$ cat src/rtl/sysarr_row_loader.sv
// Scratchpad-to-systolic-array row sequencer: fetches weight, input and
// partial-sum rows for one GEMM at a time and replays them as row strobes.
module sysarr_row_loader #(
    parameter int N  = 4,
    parameter int DW = 16,
    parameter int AW = 10,
    localparam int RW = (N > 1) ? $clog2(N) : 1
) (
    input  logic            clk,
    input  logic            nRST,
    input  logic            cmd_valid,
    output logic            cmd_ready,
    input  logic            cmd_load_w,
    input  logic [AW-1:0]   cmd_w_base,
    input  logic [AW-1:0]   cmd_in_base,
    input  logic [AW-1:0]   cmd_ps_base,
    input  logic            sp_ready,
    output logic            sp_ren,
    output logic [AW-1:0]   sp_addr,
    input  logic [N*DW-1:0] sp_rdata,
    input  logic            fifo_has_space,
    input  logic            array_idle,
    output logic            weight_en,
    output logic            input_en,
    output logic            partial_en,
    output logic [RW-1:0]   row_in_en,
    output logic [RW-1:0]   row_ps_en,
    output logic [N*DW-1:0] in_row_data,
    output logic [N*DW-1:0] ps_row_data,
    output logic            busy,
    output logic            gemm_done
);

    localparam logic [2:0] IDLE       = 3'd0;
    localparam logic [2:0] WEIGHT     = 3'd1;
    localparam logic [2:0] WAIT_SPACE = 3'd2;
    localparam logic [2:0] INPUT      = 3'd3;
    localparam logic [2:0] PARTIAL    = 3'd4;

    localparam logic [1:0] T_W = 2'd0;
    localparam logic [1:0] T_I = 2'd1;
    localparam logic [1:0] T_P = 2'd2;

    localparam logic [RW-1:0] LAST = RW'(N - 1);

    logic [2:0]    state;
    logic [RW-1:0] r;
    logic [AW-1:0] w_base;
    logic [AW-1:0] in_base;
    logic [AW-1:0] ps_base;

    logic          tag_vld;
    logic [1:0]    tag_type;
    logic [RW-1:0] tag_row;
    logic          tag_last;

    logic          acc;
    logic          rd_last;
    logic          in_stb;

    always_comb begin
        sp_ren  = 1'b0;
        sp_addr = '0;
        case (state)
            WEIGHT: begin
                sp_ren  = array_idle;
                sp_addr = w_base + AW'(r);
            end
            INPUT: begin
                sp_ren  = 1'b1;
                sp_addr = in_base + AW'(r);
            end
            PARTIAL: begin
                sp_ren  = 1'b1;
                sp_addr = ps_base + AW'(r);
            end
            default: begin
                sp_ren  = 1'b0;
                sp_addr = '0;
            end
        endcase
    end

    assign acc     = sp_ren && sp_ready;
    assign rd_last = (r == LAST);

    always_ff @(posedge clk or negedge nRST) begin
        if (!nRST) begin
            state    <= IDLE;
            r        <= '0;
            w_base   <= '0;
            in_base  <= '0;
            ps_base  <= '0;
            tag_vld  <= 1'b0;
            tag_type <= T_W;
            tag_row  <= '0;
            tag_last <= 1'b0;
        end else begin
            // Every accepted read leaves a tag describing the row returning next cycle.
            tag_vld  <= acc;
            tag_row  <= r;
            tag_last <= rd_last;
            tag_type <= (state == WEIGHT) ? T_W :
                        (state == INPUT)  ? T_I : T_P;
            case (state)
                IDLE: begin
                    if (cmd_valid) begin
                        w_base  <= cmd_w_base;
                        in_base <= cmd_in_base;
                        ps_base <= cmd_ps_base;
                        r       <= '0;
                        state   <= cmd_load_w ? WEIGHT : WAIT_SPACE;
                    end
                end
                WEIGHT: begin
                    if (acc) begin
                        r <= rd_last ? '0 : r + 1'b1;
                        if (rd_last) state <= WAIT_SPACE;
                    end
                end
                WAIT_SPACE: begin
                    if (fifo_has_space) state <= INPUT;
                end
                INPUT: begin
                    if (acc) begin
                        r <= rd_last ? '0 : r + 1'b1;
                        if (rd_last) state <= PARTIAL;
                    end
                end
                PARTIAL: begin
                    if (acc) begin
                        r <= rd_last ? '0 : r + 1'b1;
                        if (rd_last) state <= IDLE;
                    end
                end
                default: state <= IDLE;
            endcase
        end
    end

    assign cmd_ready  = (state == IDLE);
    assign busy       = (state != IDLE) || tag_vld;

    assign weight_en  = tag_vld && (tag_type == T_W);
    assign input_en   = tag_vld && (tag_type == T_I);
    assign partial_en = tag_vld && (tag_type == T_P);
    assign in_stb     = weight_en || input_en;

    assign row_in_en   = in_stb ? tag_row : '0;
    assign in_row_data = in_stb ? sp_rdata : '0;
    assign row_ps_en   = partial_en ? tag_row : '0;
    assign ps_row_data = partial_en ? sp_rdata : '0;
    assign gemm_done   = partial_en && tag_last;

endmodule

$ cat config.mk
export PLATFORM = sky130hd
export DESIGN_NAME = sysarr_row_loader
export DESIGN_NICKNAME = d
export VERILOG_FILES = /design/src/rtl/sysarr_row_loader.sv
export SDC_FILE = /design/constraint.sdc
export NUM_CORES = 1
export LEC_CHECK = 0
export ABC_AREA = 1
export CORE_MARGIN = 5
export CORE_UTILIZATION = 34
export CTS_CLUSTER_DIAMETER = 200
export DETAILED_ROUTE_END_ITERATION = 8
export PLACE_DENSITY = 0.83
export SYNTH_ARGS = -nofsm -noshare
export SYNTH_HDL_FRONTEND = slang
export SYNTH_SLANG_ARGS = --single-unit
$ cat constraint.sdc
create_clock -name clk -period 3.45 [get_ports clk]
set_clock_uncertainty 0.2 [all_clocks]
set_input_delay 0.345 -clock clk [delete_from_list [all_inputs] [get_ports clk]]
set_output_delay 0.345 -clock clk [all_outputs]
set_load 0.02 [all_outputs]
==> metrics list, run 1 <==
- Result of the run: completed
- The area growth from synthesis to layout is 86.5%.
- Per-instance average area after synthesis: 6.95 um^2
- Entering global routing, the biggest net connects 68 pins.
* Compound-Gate Fraction of Synth Area: approximately 4.7%
- Using the TritonRoute via totals, the vias-per-cell ratio works out to around 4.6.
- Count of port buffers added during placement: 249
- Origin of the worst setup path: state[0]
* Number of detailed-routing iterations run before antenna repair: 4
* Sequential Power Share: 23.4%
- Floorplan die width: 106 um
* First-pass GRT wire length: 19.4 mm
* Fraction of synthesized cell area in xor and xnor cells: 0.557%
- After the first detailed-routing iteration, the DRC count stood at 210.
- In this run the standard cell core region covers 9150 um^2.
- Count of mapped cells out of synthesis: 453
- In the routed design, unresolved DRC markers number 0.
- In this run the most used layer during global routing was met2.
* Sum of overflow across all layers after global routing: 0
* Place WS: roughly 52 ps
* Post-synthesis cell area: 3150 um^2
- Fin. max-slew vios: 0
- Switching part of the total power: 47.3%
- Largest family of logic cells by synthesized area: simple AND/OR/NAND/NOR gates
- The cell sitting at the root of the clock tree is a clkbuf_8.
- Synth top area cells: dfrtp_1 33%, nor2_1 19%, inv_1 11%
* Starting density of the core: between 30% and 40%
- Arrival time reported for the critical path endpoint: ~2800 ps
* TritonCTS buffer count: 5
* Met3 track demand over resource in global routing: 4.61%
* Crit Reg-Reg Endpoint: ps_base[5]
* Register-to-Register Setup Slack: 1190 ps
* Post-synthesis register bit count: 41
- Area share of and/or/nand/nor cells after synthesis: 36.5%
* Portion of total power attributed to the clock network: a little over a tenth
- Cell type with the largest total area after synthesis: dfrtp_1
- # H-tree levels: 2
* Residual antenna-violating net count after detailed routing: 0
- Syn Nets: 558
* Post-Synth Adder-Cell Area: 1.83%
- STA puts the critical path data required time at 2900 ps.
- Sw power: 1770 uW
- Cell-internal power: slightly below 2000 uW
- Detail-routed net length per standard cell: between 15 and 20 um
* Peak ir drop on the vdd network: 720 uV
* WL final: 12.3 mm
* Share of the clock period used by the worst path: between 90% and 100%
* Die area: 11,300 um^2
* Max-cap viol count: 0
- Clock Pin Slew Worst Setup and Hold Paths: 80 ps
- In this run the tightest slew margin relative to its limit is between 20 and 30%.
- The worst register-to-register path begins at state[0].
- Worst reg2reg path depth: 6
- Min-Delay Path Class: reg2reg
- Summed over its instances, the top area cell type makes up 32.6% of the synthesized netlist area.
* Total power consumption of the routed design: 3750 uW
* Unique masters post-synth: 36
- Count of endpoints failing hold in the final timing report: 0
- Counting along the longest clock path gives a buffer depth of 2.
* Total Routing Usage GR: 21.1%
- The tightest hold path in the finished design has a slack of approximately 310 ps.
- Least setup slack across all paths after layout: 134 ps
- The via count of the first global-routing pass was 3,760.
- Transition time at the pin with the least slew margin: 1080 ps
* Die outline height: 106 um
- In the global route stage, met1 resource usage came out at 23.8%.
- The setup path with the least slack is of type reg2out.
- Slowest cell on crit path: clkdlybuf4s50_1
* Clock sink count: 41
* Leak pwr: roughly 0.0028 uW
- The later pin in the worst-skew pair is clocked with a latency of 300 ps.
- Placed instance count: roughly 800
* TNS Setup: 0 ps
- Element type at the critical path end: primary output
- Fin crit period: between 3000 and 4000 ps
- Placement row count: 35
- Endpoint of the most critical setup path: sp_addr[1]
- Upper clock frequency limit: 302 MHz
* Fraction of power consumed by combinational cells: approximately 66%
* # nets final: 804
* Max Fanout on Critical Path: 7
- Antenna violations before repair: 0
* Placed wire-length estimate: ~10 mm
- Via count of the routed design: between 3,000 and 4,000
- The congestion estimate from routability-driven global placement came to 0.974.
- Ordered cell list for the critical path: nor2_8 > nand2_8 > nand2_4 > inv_2 > nand2_1 > nand3_1 > ha_1 > inv_1 > fa_1 > nor2_1 > clkdlybuf4s50_1
- Worst setup SP type: flip-flop
* Post-route insts no fill: 811
- Final-report setup violation count: 0
* Antenna Diode Count: 0
- During synthesis, Yosys emitted a total of 0 warnings.
* Clock tree from TritonCTS: done
- Critical path's largest stage delay: 630 ps
* Number of setup buffers added after CTS: 0
- # IOs: 250
* Sequential area share after synthesis: 32.6%
- Power density of the placed cells: 638 nW/um^2
* Fraction of final layout cells with drive strength greater than 1: 12.0%
* Global-route track usage on met2: 40.1%
* Mux contribution to synthesized area: 7.87%
==> power groups by stage <==
stage,clock network (uW),logic (uW),registers (uW)
after CTS,395,2460,873
after global routing,419,2700,902
after detailed placement,0,2470,877
final,392,2480,877
after global placement,0,2420,868
after floorplan,0,1650,797
==> synth_stat cells, drive strengths merged <==
cell    count
nand2      37
nand3      25
clkinv      2
mux2       22
o31ai       1
o22ai       2
o21ai       6
buf         9
xor2        2
fa          1
inv        97
nor2      171
dfrtp      41
nor3        2
ha          3
nand3b      1
nand4       2
a21oi      14
o211ai      1
a22o        1
a21o        1
clkbuf     12
==> what timing repair did <==
action / 4_1_cts / 5_1_grt
resized for setup: 8 / 13
pin swaps: 0 / 1
hold buffers: 1 / 0
endpoints found under the setup margin: 7 / 6
hold endpoints to repair: 14 / 0
==> state kept, by name, indices dropped and copies added (netlist names) <==
register and cells:
ps_base 10, in_base 10, tag_row 2, tag_last 1
tag_type 2, w_base 10, r 2, tag_vld 1
state 3
==> cells by family after synthesis <==
| family | after synthesis |
|---|---|
| adder cells (fa/ha/maj) | 4 |
| XOR/XNOR | 2 |
| AO/OA/AOI/OAI | 26 |
| flip-flops | 41 |
| multiplexers | 22 |
| AND/OR/NAND/NOR | 238 |
| buffers and inverters | 120 |
==> layout make-up <==
class	instances	area, um^2
inverter	99	378
multi-input combinational	292	1650
fill	778	3280
clock inverter	3	43.8
timing repair buffer	260	2560
tap	111	139
sequential	41	1030
clock buffer	5	68.8
==> placed cells by master, fill, tap and decap left out, types with 2 or more instances in the layout <==
| cell type | Yosys | layout |
|---|---|---|
| clkinv_2 | 1 | 2 |
| o22ai_1 | 2 | 2 |
| nand2_4 | 3 | 3 |
| dfrtp_2 | 0 | 2 |
| nor2_4 | 2 | 2 |
| nand3_2 | 7 | 6 |
| clkbuf_8 | 0 | 5 |
| nor2_8 | 4 | 4 |
| inv_1 | 93 | 91 |
| dfrtp_1 | 41 | 39 |
| nand3_1 | 16 | 16 |
| nor2_2 | 4 | 5 |
| buf_4 | 0 | 10 |
| nand3_4 | 2 | 3 |
| mux2_2 | 19 | 19 |
| a21oi_2 | 1 | 2 |
| mux2_1 | 3 | 3 |
| dlymetal6s2s_1 | 0 | 2 |
| xor2_1 | 2 | 2 |
| a21oi_1 | 13 | 12 |
| o21ai_1 | 5 | 5 |
| inv_2 | 4 | 6 |
| ha_1 | 3 | 3 |
| dlygate4sd2_1 | 0 | 3 |
| nand4_1 | 2 | 2 |
| clkbuf_2 | 0 | 2 |
| nand2_2 | 4 | 5 |
| clkdlybuf4s50_1 | 0 | 240 |
| nor2_1 | 161 | 160 |
| nand2_1 | 29 | 28 |
==> routing by layer <==
| metal | up-vias | wire, um | share of wire, % |
|---|---|---|---|
| met1 | 1691 | 4500 | 36 |
| met4 | 0 | 208 | 1.7 |
| met5 | - | 0 | 0 |
| li1 | 1830 | - | - |
| met3 | 13 | 1020 | 8.3 |
| met2 | 175 | 6610 | 54 |
==> stage by stage <==
step                area (um^2)  util (%)
floorplan                  3150         -
global placement           5730      62.6
detailed placement         5730      62.6
CTS                        5850      63.9
global route               5870      64.1
finish                     5870      64.1
==> worst max-delay path, delay by kind of cell (launching register included) <==
family        cells  cell delay [ps]
fa+ha+maj         2              600
buf+inv           3              760
flops             1              500
simple gates      6              600
==> worst min-delay path by stage <==
| stage | from | endpoint | cells after the start |
|---|---|---|---|
| 6_report | r[0] | tag_row[0] | 0 |
| 5_1_grt | ps_base[5] | ps_base[5] | 1 |
| 4_1_cts | ps_base[3] | ps_base[3] | 1 |
| 3_5_place_dp | r[0] | tag_row[0] | 0 |
| 3_3_place_gp | ps_base[5] | ps_base[5] | 1 |
| 2_1_floorplan | nRST | in_base[0] | 0 |
Note: power is estimated with default switching activity, not from simulation.
==> inputs of run 2 (changes only) <==
- TNS_END_PERCENT: not set -> 100
==> results of run 2 <==
Same layout as run 1: the final DEF is identical, and so are final timing and power.
==> inputs of run 3 (changes only) <==
- CTS_CLUSTER_DIAMETER: 200 -> 80
==> results of run 3 <==
Same layout as run 1: the final DEF is identical, and so are final timing and power.
